<file path="src/rtl/custom_axi_ip_pkg.sv">
`default_nettype none
// ============================================================================
// Module      : custom_axi_ip_pkg
// Description : Shared types and constants for the custom_axi_ip block.
//               Holds the IP status encoding, the register map offsets,
//               the AXI response codes, the STATUS register bit layout and
//               the register-select encoding used by the register file.
// Revision    : 1.1 - register map, response codes and status bits added
// ============================================================================
package custom_axi_ip_pkg;

    // Status reported by the IP core on hw_status_i
    typedef enum logic [1:0] {
        ST_IDLE  = 2'd0,
        ST_BUSY  = 2'd1,
        ST_DONE  = 2'd2,
        ST_ERROR = 2'd3
    } status_e;

    // Byte offsets of the software-visible registers
    localparam logic [11:0] CTRL_OFF     = 12'h000;
    localparam logic [11:0] DATA_IN_OFF  = 12'h004;
    localparam logic [11:0] DATA_OUT_OFF = 12'h008;
    localparam logic [11:0] STATUS_OFF   = 12'h00C;

    // AXI response codes
    localparam logic [1:0] RESP_OKAY   = 2'd0;
    localparam logic [1:0] RESP_SLVERR = 2'd2;
    localparam logic [1:0] RESP_DECERR = 2'd3;

    // STATUS register layout
    localparam int STATUS_HW_LSB   = 0;
    localparam int STATUS_DONE_BIT = 8;
    localparam int STATUS_ERR_BIT  = 9;

    // Decoded register select
    typedef enum logic [2:0] {
        REG_CTRL     = 3'd0,
        REG_DATA_IN  = 3'd1,
        REG_DATA_OUT = 3'd2,
        REG_STATUS   = 3'd3,
        REG_NONE     = 3'd4
    } reg_sel_e;

    // Merge write data into a 32-bit word, byte lane by byte lane
    function automatic logic [31:0] apply_wstrb(input logic [31:0] cur,
                                                input logic [31:0] wdata,
                                                input logic [3:0]  strb);
        logic [31:0] res;
        res = cur;
        for (int i = 0; i < 4; i++) begin
            if (strb[i]) begin
                res[8*i +: 8] = wdata[8*i +: 8];
            end
        end
        return res;
    endfunction

endpackage
`default_nettype wire

</file>
<file path="src/rtl/custom_axi_ip_regs.sv">
`default_nettype none
// ============================================================================
// Module      : custom_axi_ip_regs
// Description : AXI4-Lite responder and register file for custom_axi_ip.
//               Software loads the operand (DATA_IN) and issues START via
//               CTRL; the block drives ipreg_data_o and a one-cycle
//               enable_o pulse. Results strobed in on hw_wen_i land in
//               DATA_OUT and set the sticky DONE flag in STATUS.
// Ports       : clk_i/rst_i         clock, synchronous active-high reset
//               s_aw*/s_w*/s_b*     AXI4-Lite write address/data/response
//               s_ar*/s_r*          AXI4-Lite read address/data
//               ipreg_data_o        operand to IP (DATA_IN)
//               enable_o            start pulse to IP
//               hw_data_i/hw_wen_i  result from IP and its valid strobe
//               hw_status_i         live IP status (status_e)
// Revision    : 1.0 - initial release
// ============================================================================
module custom_axi_ip_regs
    import custom_axi_ip_pkg::*;
#(
    parameter int ADDR_WIDTH = 12,
    parameter int DATA_WIDTH = 32
) (
    input  logic                  clk_i,
    input  logic                  rst_i,
    input  logic [ADDR_WIDTH-1:0] s_awaddr_i,
    input  logic                  s_awvalid_i,
    output logic                  s_awready_o,
    input  logic [DATA_WIDTH-1:0] s_wdata_i,
    input  logic [3:0]            s_wstrb_i,
    input  logic                  s_wvalid_i,
    output logic                  s_wready_o,
    output logic [1:0]            s_bresp_o,
    output logic                  s_bvalid_o,
    input  logic                  s_bready_i,
    input  logic [ADDR_WIDTH-1:0] s_araddr_i,
    input  logic                  s_arvalid_i,
    output logic                  s_arready_o,
    output logic [DATA_WIDTH-1:0] s_rdata_o,
    output logic [1:0]            s_rresp_o,
    output logic                  s_rvalid_o,
    input  logic                  s_rready_i,
    output logic [DATA_WIDTH-1:0] ipreg_data_o,
    output logic                  enable_o,
    input  logic [DATA_WIDTH-1:0] hw_data_i,
    input  logic                  hw_wen_i,
    input  logic [1:0]            hw_status_i
);

    // Write-side one-entry buffers
    logic                  r_aw_held;
    logic [ADDR_WIDTH-1:0] r_aw_addr;
    logic                  r_w_held;
    logic [DATA_WIDTH-1:0] r_wdata;
    logic [3:0]            r_wstrb;
    logic                  r_bvalid;
    logic [1:0]            r_bresp;

    // Read-side registers
    logic                  r_rvalid;
    logic [DATA_WIDTH-1:0] r_rdata;
    logic [1:0]            r_rresp;

    // Register bank
    logic [DATA_WIDTH-1:0] r_data_in;
    logic [DATA_WIDTH-1:0] r_data_out;
    logic                  r_done;
    logic                  r_err;
    logic                  r_enable;

    logic                  w_aw_hs;
    logic                  w_w_hs;
    logic                  w_ar_hs;
    logic                  w_do_write;
    logic                  w_any_strb;
    logic                  w_hw_idle;
    logic                  w_start_req;
    logic                  w_clr_done;
    logic                  w_clr_err;
    reg_sel_e              w_wsel;
    reg_sel_e              w_rsel;
    logic [1:0]            w_wr_resp;
    logic [DATA_WIDTH-1:0] w_rd_data;
    logic [1:0]            w_rd_resp;

    // Word-aligned decode; byte-offset bits inside a word are ignored
    function automatic reg_sel_e decode(input logic [ADDR_WIDTH-1:0] addr);
        logic [ADDR_WIDTH-1:0] word;
        word = addr & ~ADDR_WIDTH'(3);
        if (word == ADDR_WIDTH'(CTRL_OFF))     return REG_CTRL;
        if (word == ADDR_WIDTH'(DATA_IN_OFF))  return REG_DATA_IN;
        if (word == ADDR_WIDTH'(DATA_OUT_OFF)) return REG_DATA_OUT;
        if (word == ADDR_WIDTH'(STATUS_OFF))   return REG_STATUS;
        return REG_NONE;
    endfunction

    // No new AW/W is taken while a response is outstanding
    assign s_awready_o  = !r_aw_held && !r_bvalid;
    assign s_wready_o   = !r_w_held && !r_bvalid;
    assign s_arready_o  = !r_rvalid;
    assign s_bvalid_o   = r_bvalid;
    assign s_bresp_o    = r_bresp;
    assign s_rvalid_o   = r_rvalid;
    assign s_rdata_o    = r_rdata;
    assign s_rresp_o    = r_rresp;
    assign ipreg_data_o = r_data_in;
    assign enable_o     = r_enable;

    assign w_aw_hs    = s_awvalid_i && s_awready_o;
    assign w_w_hs     = s_wvalid_i && s_wready_o;
    assign w_ar_hs    = s_arvalid_i && s_arready_o;
    assign w_do_write = r_aw_held && r_w_held;
    assign w_any_strb = |r_wstrb;
    assign w_wsel     = decode(r_aw_addr);
    assign w_rsel     = decode(s_araddr_i);
    assign w_hw_idle  = (status_e'(hw_status_i) == ST_IDLE);

    assign w_start_req = w_do_write && (w_wsel == REG_CTRL) && r_wstrb[0] && r_wdata[0];
    assign w_clr_done  = w_do_write && (w_wsel == REG_STATUS) && r_wstrb[1]
                         && r_wdata[STATUS_DONE_BIT];
    assign w_clr_err   = w_do_write && (w_wsel == REG_STATUS) && r_wstrb[1]
                         && r_wdata[STATUS_ERR_BIT];

    // Write response: an all-zero strobe is a harmless no-op on mapped space
    always_comb begin
        w_wr_resp = RESP_OKAY;
        case (w_wsel)
            REG_DATA_OUT: if (w_any_strb) w_wr_resp = RESP_SLVERR;
            REG_NONE:     w_wr_resp = RESP_DECERR;
            default:      w_wr_resp = RESP_OKAY;
        endcase
    end

    // Read mux samples the bank before any same-edge write lands
    always_comb begin
        w_rd_data = '0;
        w_rd_resp = RESP_OKAY;
        case (w_rsel)
            REG_DATA_IN:  w_rd_data = r_data_in;
            REG_DATA_OUT: w_rd_data = r_data_out;
            REG_STATUS: begin
                w_rd_data[STATUS_HW_LSB +: 2] = hw_status_i;
                w_rd_data[STATUS_DONE_BIT]    = r_done;
                w_rd_data[STATUS_ERR_BIT]     = r_err;
            end
            REG_NONE:     w_rd_resp = RESP_DECERR;
            default:      w_rd_data = '0;
        endcase
    end

    always_ff @(posedge clk_i) begin
        if (rst_i) begin
            r_aw_held  <= 1'b0;
            r_aw_addr  <= '0;
            r_w_held   <= 1'b0;
            r_wdata    <= '0;
            r_wstrb    <= '0;
            r_bvalid   <= 1'b0;
            r_bresp    <= RESP_OKAY;
            r_rvalid   <= 1'b0;
            r_rdata    <= '0;
            r_rresp    <= RESP_OKAY;
            r_data_in  <= '0;
            r_data_out <= '0;
            r_done     <= 1'b0;
            r_err      <= 1'b0;
            r_enable   <= 1'b0;
        end else begin
            if (w_aw_hs) begin
                r_aw_held <= 1'b1;
                r_aw_addr <= s_awaddr_i;
            end
            if (w_w_hs) begin
                r_w_held <= 1'b1;
                r_wdata  <= s_wdata_i;
                r_wstrb  <= s_wstrb_i;
            end

            if (w_do_write) begin
                r_aw_held <= 1'b0;
                r_w_held  <= 1'b0;
                r_bvalid  <= 1'b1;
                r_bresp   <= w_wr_resp;
            end else if (r_bvalid && s_bready_i) begin
                r_bvalid <= 1'b0;
            end

            if (w_do_write && (w_wsel == REG_DATA_IN)) begin
                r_data_in <= apply_wstrb(r_data_in, r_wdata, r_wstrb);
            end

            // START only fires toward an idle IP; otherwise it is flagged
            r_enable <= w_start_req && w_hw_idle;
            if (w_start_req && !w_hw_idle) begin
                r_err <= 1'b1;
            end else if (w_clr_err) begin
                r_err <= 1'b0;
            end

            // A fresh result beats a simultaneous software clear
            if (hw_wen_i) begin
                r_data_out <= hw_data_i;
                r_done     <= 1'b1;
            end else if (w_clr_done) begin
                r_done <= 1'b0;
            end

            if (w_ar_hs) begin
                r_rvalid <= 1'b1;
                r_rdata  <= w_rd_data;
                r_rresp  <= w_rd_resp;
            end else if (r_rvalid && s_rready_i) begin
                r_rvalid <= 1'b0;
            end
        end
    end

endmodule
`default_nettype wire
</file>
<file path="config.mk">
export PLATFORM = sky130hd
export DESIGN_NAME = custom_axi_ip_regs
export DESIGN_NICKNAME = d
export VERILOG_FILES = /design/src/rtl/custom_axi_ip_pkg.sv /design/src/rtl/custom_axi_ip_regs.sv
export SDC_FILE = /design/constraint.sdc
export NUM_CORES = 1
export LEC_CHECK = 0
export BUFFER_PORTS_ARGS = -buffer_cell sky130_fd_sc_hd__buf_2
export CAP_MARGIN = 20
export CORE_UTILIZATION = 51
export DETAILED_ROUTE_END_ITERATION = 8
export GPL_TIMING_DRIVEN = 0
export PLACE_DENSITY = 0.8
export RECOVER_POWER = 50
export SETUP_SLACK_MARGIN = 0.05
export SYNTH_ARGS = -nofsm -noshare
export SYNTH_HDL_FRONTEND = slang
export SYNTH_SLANG_ARGS = --single-unit
</file>
<file path="constraint.sdc">
create_clock -name clk_i -period 2 [get_ports clk_i]
set_input_delay 0.5 -clock clk_i [delete_from_list [all_inputs] [get_ports clk_i]]
set_output_delay 0.5 -clock clk_i [all_outputs]
set_load 0.05 [all_outputs]
</file>
* After elaboration in Yosys (flattened, before gate mapping)
Index checks and enable logic that the tools add are counted.
** Word-level totals
- Bits in registers :: 155
- Input bits :: 102
- Output and inout port bits :: 74
- Word-level logic and storage cells :: 120
** Operators by class
- Eq/ne operators :: 14
- Muxes and demuxes :: 51
- Reduce and logical (&&, ||, !) cells :: 37
** Operators by type and width (count)
- two-way mux 3 bit :: 16
- one-hot mux 22 bit (2 select lines) :: 1
- equality test 10 x 2 -> 1 bit (second input constant) :: 4
- two-way mux 1 bit :: 28
- logical NOT 12 bit :: 2
- equality test 10 x 1 -> 1 bit (second input constant) :: 2
- logical AND 1 bit :: 18
- equality test 3 x 2 -> 1 bit (second input constant) :: 4
- one-hot mux 2 bit (3 select lines) :: 2
- one-hot mux 6 bit (2 select lines) :: 1
- AND reduction 2 bit :: 4
- nonzero test 2 bit :: 4
- equality test 3 x 1 -> 1 bit (second input constant) :: 2
- equality test 3 bit (second input constant) :: 2
- logical NOT 1 bit :: 5
- two-way mux 2 bit :: 2
- one-hot mux 2 bit (2 select lines) :: 1
- OR reduction 4 bit :: 1
- logical NOT 3 bit :: 1
- logical NOT 2 bit :: 1
- OR reduction 2 bit :: 1

* Logic depth before layout (Yosys ltp)
- Word-level depth :: 18
- Mapped depth :: 6
- Depth with buffers taken out :: 4

* Worst setup path before layout
Ideal clock, no wire load.
- Path type :: reg-to-reg
- From :: register r_bvalid, in the netlist s_bvalid_o
- To :: register r_wdata[31]
- Library setup time :: 71 ps
- Arrival :: 2193 ps
- Data required time :: 1929 ps
- Path slack :: -264 ps
- Stages on the path, launching flop included :: 7
- Path buffers :: 2
- Period minus slack after synthesis :: 2264 ps
- Cell sequence :: dfxtp_1 -> nor2_1 -> and2_1 -> clkbuf_1 -> clkbuf_1 -> nand2_1 -> a21oi_1
** Between the ends
- Word-level cells in the longest chain between the ends :: 3
** RTL lines
- from (decl) :: RTL line custom_axi_ip_regs.sv:56 : logic r_bvalid;
- from (signal assigned) :: RTL line custom_axi_ip_regs.sv:158 : r_bvalid <= 1'b0;
- from (signal assigned) :: RTL line custom_axi_ip_regs.sv:182 : r_bvalid <= 1'b1;
- from (signal assigned) :: RTL line custom_axi_ip_regs.sv:185 : r_bvalid <= 1'b0;
- logical NOT 1 bit :: RTL line custom_axi_ip_regs.sv:99 : assign s_wready_o = !r_w_held && !r_bvalid;
- logical AND 1 bit :: RTL line custom_axi_ip_regs.sv:99
- via s_wready_o :: RTL line custom_axi_ip_regs.sv:32 : output logic s_wready_o,
- logical AND 1 bit :: RTL line custom_axi_ip_regs.sv:110 : assign w_w_hs = s_wvalid_i && s_wready_o;
- to (signal assigned) :: RTL line custom_axi_ip_regs.sv:175 : r_wdata <= s_wdata_i;
- to (decl) :: RTL line custom_axi_ip_regs.sv:54 : logic [DATA_WIDTH-1:0] r_wdata;
The timed path passes the listed nets, and every way through them passes these cells.
A chain may end at the register's enable or synchronous reset.

* Final worst setup path
- From :: register r_data_in[28], in the netlist ipreg_data_o[28]
- To :: output port ipreg_data_o[28]
** RTL lines
- from (decl) :: RTL line custom_axi_ip_regs.sv:65 : logic [DATA_WIDTH-1:0] r_data_in;
- from (signal assigned) :: RTL line custom_axi_ip_regs.sv:189 : r_data_in <= apply_wstrb(r_data_in, r_wdata, r_wstrb);
- to (decl) :: RTL line custom_axi_ip_regs.sv:43 : output logic [DATA_WIDTH-1:0] ipreg_data_o,
No word-level cell between the ends.

==> results.txt <==
Across the VDD grid, the largest voltage drop is 0.0005381 V. The tools report the overflow left after global routing as 0. Family with the most delay on the worst path: buffers and inverters. The tree built by TritonCTS fans out to 152 sinks. Setup violations remaining at the end of the flow were counted as 0.

After synthesis, the most frequently instantiated cells are 152 x sky130_fd_sc_hd__dfxtp_1, 128 x sky130_fd_sc_hd__nand2_1, 73 x sky130_fd_sc_hd__nor2_1, 64 x sky130_fd_sc_hd__mux2i_1, 49 x sky130_fd_sc_hd__a21oi_1. Fraction of final layout cells sized beyond drive strength 1: 22.40%. Sorting the synthesized cells by area gives the leading types as sky130_fd_sc_hd__dfxtp_1 54%, sky130_fd_sc_hd__mux2i_1 11%, sky130_fd_sc_hd__nand2_1 8.5%, sky130_fd_sc_hd__nor2_1 4.9%, sky130_fd_sc_hd__a21oi_1 4.4%. For this run, the register share of the synthesized area comes to 53.98%. Of the available clock period, the critical path in the final layout requires 93.19%. Traced cell by cell, the critical path runs through clkbuf_1. The tools report the data required time at the worst endpoint as 1.50 ns. The logic depth of the worst register-to-register path works out to 5. The repair_antennas step left the layout with diodes totalling 0. After detailed placement, the design holds a cell count of 926. After the last flow step, the layout net total stands at 906. Clock tree synthesis selected as its root buffer the cell sky130_fd_sc_hd__clkbuf_8. The logs give 5030 for the total number of vias and 53.79% for the max-slew headroom at the worst pin. The sequential cell area is 3043 µm², and the initial cell density of the core is 52.23%. The weighted congestion at the end of routability-driven global placement was 0.8144; the unique cell type count in the Yosys netlist was 33. The number of antenna violations at the first check in global routing is 0.

The wire length per cell after detailed routing came out at 15.67 µm. In the routed design, unresolved DRC markers number 0. Along the worst hold path, the cell count comes to 2. The setup clock skew after layout was 0.008982 ns; the largest incremental delay on the critical path was 0.48 ns. The pre-antenna-repair detailed-routing pass consisted of 5 iterations. Via density per instance: 5.256. The floorplan step defined a core boundary enclosing 10790 µm².

Most instantiated flip-flop cell in the synthesis netlist: sky130_fd_sc_hd__dfxtp_1. Among all stages on the critical path, the largest delay is contributed by sky130_fd_sc_hd__clkbuf_1. The tightest hold path in the finished design has a slack of 0.1512 ns. The die height works out to 107.1 µm.

The tools report the pin count of the biggest net entering global routing as 17. Yosys mapped a number of flops with a built-in enable equal to 0. The worst path buffer plus inverter count was 1; the critical path arrival was 1.36 ns. Once layout is complete, the cells apart from fillers number 957. The horizontal die dimension is 107.1 µm.

The share of synthesized area in the top cell type comes to 53.98%. The first-pass GRT wire length was 23490 µm. The biggest area contributor in the post-synthesis netlist is sky130_fd_sc_hd__dfxtp_1. Summed over all cells, the static leakage comes to 3.195 nW.

The H-tree was split into 4 levels. Endpoint class of the critical path: an output port. The routed design has 15000 µm of wire. Across the run, the number of max-cap violations was 0.

The number of filler instances in the final layout is 861, and the layout overhead on the synthesized area is 28.21%. The quantity of I/O buffers inserted on ports is 170. The tools report the overall die area as 11480 µm². The final hold violation count is 0.

For this design the ratio of total power to cell area is 979.2 nW/µm². Summing all multi-input logic gate instances after layout gives 2406 µm². The fraction of synthesis flops using an asynchronous set or reset pin was 0%; the later-pin clock latency in the skew report was 0.53 ns.

The flow ran to the end, and the final reports show no timing, DRC or antenna violations. For the pin with the worst max-slew slack, the measured transition is 0.6932 ns. The mapped netlist covers 5637 µm². 176 I/O pins were placed. The overall global routing resource usage is 26.77%.

TritonCTS built the clock tree. Starting DRC count in detailed routing: 208. After clock tree synthesis, the clock-pin slew on the worst setup and hold paths is 0.06 ns.

The worst path in the final design needs a cycle of 1.864 ns, including I/O delays and setup. The number of buffers added by the clock tree synthesis step was 17; the buffer levels on the longest clock path was 2. The type of the setup path with the least slack is reg -> out. The worst hold path class is in -> reg. In this run, post-CTS hold repair placed 0 buffers.

The library cell with the highest instance count after synthesis is sky130_fd_sc_hd__dfxtp_1. The run gives 0 as the total count of max-transition violations in the final report. Setup repair after global routing left no endpoint under its margin. The cell count after synthesis was 616; the cell count along the critical path was 1. Total nets after synthesis: 718. The highest fanout seen on the critical path is 3.

The floorplan has 38 rows. The via count of the first global-routing pass came out at 4819. The average footprint of a synthesized cell works out to 9.150 µm². The highest attainable clock frequency is 0.5365 GHz, and the synthesis-stage register bit count is 152.

The run gives 0 as the number of warning messages in the yosys log. STA classifies the critical path startpoint as a flop. The detailed placement HPWL was 11190 µm. The count of nets left with antenna violations once routing finished came out at 0.
state kept, by name (all words and copies together) (netlist names), 2 cells and up:
name,cells
r_wdata,32
s_rdata_o,32
r_wstrb,4
r_data_out,32
s_bresp_o,2
ipreg_data_o,32
r_aw_addr,10
power by group:
part	internal (mW)	total (mW)	switching [mW]
registers	3.14	3.22	0.0747
logic	0.217	0.587	0.370
clock network	2.06	3.27	1.22
total	5.42	7.08	1.66
placed cells by master, fill, tap and decap left out, types with 2 or more instances in the layout:
master and count:
sky130_fd_sc_hd__clkbuf_8 2, sky130_fd_sc_hd__clkinvlp_4 2, sky130_fd_sc_hd__bufinv_16 4, sky130_fd_sc_hd__clkbuf_1 69, sky130_fd_sc_hd__mux2_2 4, sky130_fd_sc_hd__o21ai_0 32
sky130_fd_sc_hd__and2_0 2, sky130_fd_sc_hd__nor2_1 73, sky130_fd_sc_hd__nor4_1 4, sky130_fd_sc_hd__a22oi_1 32, sky130_fd_sc_hd__a21oi_1 49, sky130_fd_sc_hd__nand4_4 3
sky130_fd_sc_hd__nor4_4 2, sky130_fd_sc_hd__nand3_1 2, sky130_fd_sc_hd__clkbuf_16 16, sky130_fd_sc_hd__nand2b_1 2, sky130_fd_sc_hd__nand2_1 128, sky130_fd_sc_hd__nor2b_1 3
sky130_fd_sc_hd__mux2i_1 64, sky130_fd_sc_hd__clkbuf_2 11, sky130_fd_sc_hd__clkinv_2 4, sky130_fd_sc_hd__nor3_1 3, sky130_fd_sc_hd__dfxtp_1 152, sky130_fd_sc_hd__buf_2 130
sky130_fd_sc_hd__inv_6 2, sky130_fd_sc_hd__inv_1 4, sky130_fd_sc_hd__and3b_1 4
worst register-to-register path, cell delays in order (launching register included):
cell	delay, ns
sky130_fd_sc_hd__dfxtp_1	0.33
sky130_fd_sc_hd__nor4_4	0.61
sky130_fd_sc_hd__and4_1	0.30
sky130_fd_sc_hd__buf_6	0.16
sky130_fd_sc_hd__mux2i_1	0.23
sky130_fd_sc_hd__nor2_1	0.05
kinds of logic (layout without fill, tap and decap cells):
| group | Yosys count | in the layout | synth area share (%) |
|---|---|---|---|
| simple gates | 232 | 232 | 18.34 |
| flops | 152 | 152 | 53.98 |
| compound gates | 118 | 118 | 12.19 |
| mux | 68 | 68 | 12.16 |
| buf+inv | 46 | 247 | 3.329 |
repair_timing:
action                     in CTS  in global routing
setup buffers                   0                  0
resized for setup               0                  2
setup endpoints to repair       0                  2
routing by layer:
layer	GRT usage (%)	vias to the layer above	wire length, µm
met5	0	-	0
met1	32.96	2336	6459
met3	6.322	27	962
li1	-	2478	-
met2	45.53	189	7317
met4	9.589	0	255
path summary, 6_finish.rpt:
check / slack (ns) / to / start
worst max-delay path: 0.14 / ipreg_data_o[28] / ipreg_data_o[28]
worst min-delay path: 0.15 / s_rvalid_o / s_rready_i
worst max register to register: 0.19 / ipreg_data_o[4] / r_aw_addr[9]
worst min register to register: 0.45 / s_rdata_o[0] / s_rdata_o[0]
stage by stage:
stage          power [mW]  setup WS [ns]  TNS (ns)  area (µm²)  util, %
5_1_grt             7.322        0.04228         0        7227    66.96
3_3_place_gp        3.838        -0.1937    -4.803        6665    61.76
6_report            7.077         0.1362         0        7227    66.96
4_1_cts             7.102         0.1718         0        7273    67.39
3_5_place_dp        3.864        -0.1781    -5.064        6665    61.76
2_1_floorplan       3.633      -0.009003   -0.2667        5639        -
cell type report:
type                    instances  area share [%]
flip-flops and latches        152           42.11
multi-input cells             418           33.29
repair buffers                170           11.22
clock buffers                  20           6.025
well taps                     140           2.424
clock inverters                12           2.389
plain buffers                  41           2.337
inverters                       4          0.2078
No activity file was read; power rests on OpenSTA's default activity.
